===== config.mk =====
export PLATFORM = sky130hd
export DESIGN_NAME = fetch_unit
export DESIGN_NICKNAME = d
export VERILOG_FILES = /design/src/rtl/fetch_unit.sv
export SDC_FILE = /design/constraint.sdc
export NUM_CORES = 1
export LEC_CHECK = 0
export CORE_UTILIZATION = 44
export DETAILED_ROUTE_END_ITERATION = 12
export PLACE_DENSITY_LB_ADDON = 0.15
export SLEW_MARGIN = 20
export SYNTH_ARGS = -nofsm -noshare
export SYNTH_HDL_FRONTEND = slang
export SYNTH_SLANG_ARGS = --single-unit

===== constraint.sdc =====
create_clock -name clk -period 2 [get_ports clk]
set_clock_uncertainty 0.05 [all_clocks]
set_input_delay 0.2 -clock clk [delete_from_list [all_inputs] [get_ports clk]]
set_output_delay 0.2 -clock clk [all_outputs]
set_load 0.02 [all_outputs]

===== src/rtl/fetch_unit.sv =====
// rtl/fetch_unit.sv - instruction fetch stage with IF/ID register, hold buffer and pending redirect
// Optional macro BRANCH_DELAY_SLOT_EN keeps the word fetched alongside a redirect instead of discarding it.
module fetch_unit #(
  parameter logic [31:0] RESET_PC = 32'h0000_3000
) (
  input  logic        clk,
  input  logic        rst,
  input  logic [31:0] npc_in,
  input  logic        redirect,
  input  logic        stall,
  output logic        imem_req,
  output logic [31:0] imem_addr,
  input  logic        imem_ack,
  input  logic [31:0] imem_rdata,
  output logic [31:0] if_pc,
  output logic [31:0] id_pc,
  output logic [31:0] id_instr,
  output logic        id_valid
);

`ifdef BRANCH_DELAY_SLOT_EN
  localparam logic DELAY_SLOT = 1'b1;
`else
  localparam logic DELAY_SLOT = 1'b0;
`endif

  typedef enum logic [1:0] {BOOT, FETCH, HOLD} state_t;

  state_t      state;
  logic        pend;
  logic [31:0] pend_tgt;
  logic [31:0] hold_word;
  logic [31:0] next_pc;
  logic        keep_word;

  // A pending target outranks a fresh redirect; it was the older request.
  assign next_pc   = pend ? pend_tgt : (redirect ? npc_in : if_pc + 32'd4);
  assign keep_word = !(pend || redirect) || DELAY_SLOT;
  assign imem_addr = if_pc;

  always_ff @(posedge clk) begin
    if (rst) begin
      state     <= BOOT;
      imem_req  <= 1'b0;
      if_pc     <= RESET_PC;
      id_pc     <= 32'h0;
      id_instr  <= 32'h0;
      id_valid  <= 1'b0;
      pend      <= 1'b0;
      pend_tgt  <= 32'h0;
      hold_word <= 32'h0;
    end else begin
      case (state)
        BOOT: begin
          state    <= FETCH;
          imem_req <= 1'b1;
        end
        FETCH: begin
          if (!stall) begin
            if (imem_ack) begin
              if_pc <= next_pc;
              pend  <= 1'b0;
              if (keep_word) begin
                id_pc    <= if_pc;
                id_instr <= imem_rdata;
                id_valid <= 1'b1;
              end else begin
                id_instr <= 32'h0;
                id_valid <= 1'b0;
              end
            end else begin
              id_instr <= 32'h0;
              id_valid <= 1'b0;
              if (redirect) begin
                pend     <= 1'b1;
                pend_tgt <= npc_in;
              end
            end
          end else if (imem_ack) begin
            hold_word <= imem_rdata;
            state     <= HOLD;
            imem_req  <= 1'b0;
          end
        end
        HOLD: begin
          // The held word's successor is decided at release, when redirect is re-presented.
          if (!stall) begin
            if_pc    <= next_pc;
            pend     <= 1'b0;
            state    <= FETCH;
            imem_req <= 1'b1;
            if (keep_word) begin
              id_pc    <= if_pc;
              id_instr <= hold_word;
              id_valid <= 1'b1;
            end else begin
              id_instr <= 32'h0;
              id_valid <= 1'b0;
            end
          end
        end
        default: begin
          state    <= BOOT;
          imem_req <= 1'b0;
        end
      endcase
    end
  end

endmodule


==> flow_summary.json, run 1 <==
{
  "placement_rows": 47,
  "die_y_um": 133,
  "htreeDepth": 4,
  "grt_pass1_wl_um": 36200,
  "io_buffers": 198,
  "path_clk_slew_ns": 0.06,
  "synth_compound_area_share_pct": 21.3,
  "postLayoutCoreUtil_pct": 63.7,
  "netlist-cell-type-count": 65,
  "synthFlopType": "dfxtp_1",
  "synthArstFlopShare_pct": 0,
  "synthCells": 987,
  "start_util_pct": 45.4,
  "die_x_um": 133,
  "seq_area_frac_synth_pct": 43.3,
  "fin_crit_sh_pct": 97.7,
  "syn_nets": 1061,
  "cts_tree": "built",
  "cts.sinks": 164,
  "drive_gt1_share_pct": 12.1,
  "fin_tns_setup_ns": 0,
  "fin_cells": 1412,
  "synth-edff-count": 0,
  "timing.rr.start": "state[0]",
  "drc": 0,
  "muxShareOfSynthArea_pct": 1.53,
  "finalSetupViolations": 0,
  "grt_pass1_vias": 7116,
  "route.met3.wl_um": 1450,
  "slew_violations": 0,
  "total_power_uw": 14600,
  "cp-start-kind": "register",
  "worst_setup_path_end_kind": "register",
  "core_region_area_um2": 16700,
  "synth-seq-cells": 164,
  "cts_buffer_depth": 2,
  "fin_nets": 1254,
  "synth_fa_ha_area_share_pct": 0.825,
  "dieArea_um2": 17800,
  "grtUsageTotal_pct": 25.5,
  "leakagePower_uw": 0.00379,
  "antenna_found_initial": 0,
  "fin_hold_ws_ns": 0.0889,
  "top_layer": "met4",
  "wl_met1_um": 9800,
  "synth_area_um2": 7580,
  "reg2reg_to": "if_pc[25]",
  "worstSetupPathType": "reg -> reg",
  "drtAntennaViolNets": 0,
  "worstPathArrival_ns": 2.20,
  "finalHoldViolations": 0,
  "crit_required_ns": 2.25,
  "p_per_area_nw_per_um2": 1380,
  "wl_per_cell_um": 16.0,
  "drt_iter0_drc": 634,
  "via_per_inst": 5.50,
  "grt_max_degree": 88,
  "hold_path_end": "id_pc[26]",
  "dp_hpwl_um": 15700,
  "r2r_slack_ns": 0.05,
  "cts-root-buf": "clkbuf_16",
  "synthSimpleGateAreaFrac_pct": 24.6,
  "tightest_slew_ns": 0.518,
  "min_path_cells": 2,
  "grt-ovfl-total": 0,
  "post-cts-setup-buffer-count": 0,
  "hp-class": "in -> reg",
  "cp_max_fo": 10,
  "wl_um": 22600,
  "area_delta_synth_final_pct": 40.2,
  "status": "finished, final reports clean",
  "antenna_cells": 0,
  "synth_top_family_by_area": "simple AND/OR/NAND/NOR gates",
  "worstSkewPairLatency_ns": 0.43,
  "slew_headroom_pct": 65.5,
  "cts_made_buffers": 17,
  "synth.avg_cell_area_um2": 7.68,
  "place_inst": 1381,
  "met2_length_um": 10900,
  "gp_routability_congestion": 0.843,
  "num_vias": 7773,
  "yosys_warnings": 0,
  "ioPinCount": 199,
  "r2r_cells": 8,
  "worstHoldStart": "rst",
  "fmax_mhz": 512,
  "synth-xor-area-share_pct": 0.578,
  "ir_drop_mv": 0.886,
  "rsz0062_at_grt": "true",
  "maxCapViolations": 0,
  "fin_crit_ns": 1.95,
  "drtPass1Iterations": 5
}
-- state kept, by name, indices dropped and copies added, names as in the netlist --
name,flops
id_pc,32
id_instr,32
hold_word,32
pend,1
if_pc,32
state,2
pend_tgt,32
id_valid,1
-- how the worst max path moves through the flow --
stage / from / endpoint / slack [ns] / cells after the start
after floorplan: state[0] / if_pc[12] / 0.01 / 9
after global placement: redirect / if_pc[9] / 0.03 / 6
after detailed placement: state[0] / if_pc[26] / -0.05 / 8
after CTS: state[0] / if_pc[26] / 0.01 / 8
after global routing: state[0] / if_pc[25] / -0.04 / 8
final: state[0] / if_pc[25] / 0.05 / 8
-- report_power, final --
part           internal [µW]  leakage [µW]  total, µW  switching [µW]
sequential              3900       0.00134       4370             471
combinational           3180       0.00219       7130            3950
clock                   1830      0.000264       3140            1320
total                   8900       0.00379      14600            5740
-- synthesized netlist by cell type, drive strengths merged, types with 10 or more instances --
cell type    n  area, µm²
nand4       13        103
clkbuf      68        255
nor3        43        215
dfxtp      164       3280
a221oi      38        333
nand2      245        920
buf         46        310
a21oi      126        631
nor4        10       92.6
nor2        59        224
o21ai       46        230
nand3       13       70.1
-- cells in the final DEF, fill, tap and decap left out, types with 9 or more instances in the layout --
| cell | count |
|---|---|
| a21oi_1 | 126 |
| nor2_1 | 55 |
| a211oi_1 | 9 |
| a221oi_1 | 37 |
| clkbuf_16 | 17 |
| nand4_1 | 11 |
| clkdlybuf4s50_1 | 197 |
| dfxtp_1 | 163 |
| o21ai_0 | 44 |
| nand2_1 | 244 |
| nor3_1 | 42 |
| nand3_1 | 12 |
| buf_4 | 84 |
-- area by class of cell --
| cell class | count | area [µm²] |
|---|---|---|
| clock inverters | 9 | 108 |
| inverters | 9 | 33.8 |
| well taps | 220 | 275 |
| multi-input cells | 700 | 3760 |
| flip-flops and latches | 164 | 3290 |
| repair buffers | 288 | 2730 |
| clock buffers | 22 | 444 |
| fillers | 1550 | 6070 |
-- through the flow --
stage	setup WS (ns)	area, µm²
4_1_cts	0.0119	10600
3_3_place_gp	0.0276	10000
5_1_grt	-0.0440	10600
2_1_floorplan	0.0140	7600
6_report	0.0457	10600
3_5_place_dp	-0.0512	10000
-- logic make-up after synthesis --
family | count (synthesis)
simple gates | 417
compound gates | 262
flops | 164
buf+inv | 123
mux | 11
xor+xnor | 5
fa+ha+maj | 5
-- per-layer routing --
layer / vias to the layer above / global-route usage, %
li1: 3811 / -
met1: 3642 / 33.7
met2: 285 / 40.6
met3: 35 / 5.59
met4: 0 / 9.66
met5: - / 0
-- timing repair --
item | 4_1_cts | 5_1_grt
hold endpoints to repair | 0 | 0
pin swaps | 0 | 1
setup endpoints to repair | 1 | 54
resized for setup | 2 | 13
hold buffers | 0 | 0
-- critical path: stages (launching register included) --
cell and delay [ns]:
dfxtp_4 0.37, inv_2 0.06, ha_4 0.26, nor2b_4 0.15, a22o_1 0.22, buf_6 0.18, mux2i_2 0.26, o311a_1 0.23
a311oi_2 0.05
Power figures use the tool's default switching activity.
==> run 2: changes to the inputs <==
--- a/config.mk
+++ b/config.mk
@@ -7,6 +7,7 @@
 export LEC_CHECK = 0
 export CORE_UTILIZATION = 44
 export DETAILED_ROUTE_END_ITERATION = 12
+export GPL_TIMING_DRIVEN = 1
 export PLACE_DENSITY_LB_ADDON = 0.15
 export SLEW_MARGIN = 20
 export SYNTH_ARGS = -nofsm -noshare
==> results of run 2 <==
No change in the layout: final DEF, timing and power equal those of run 1.
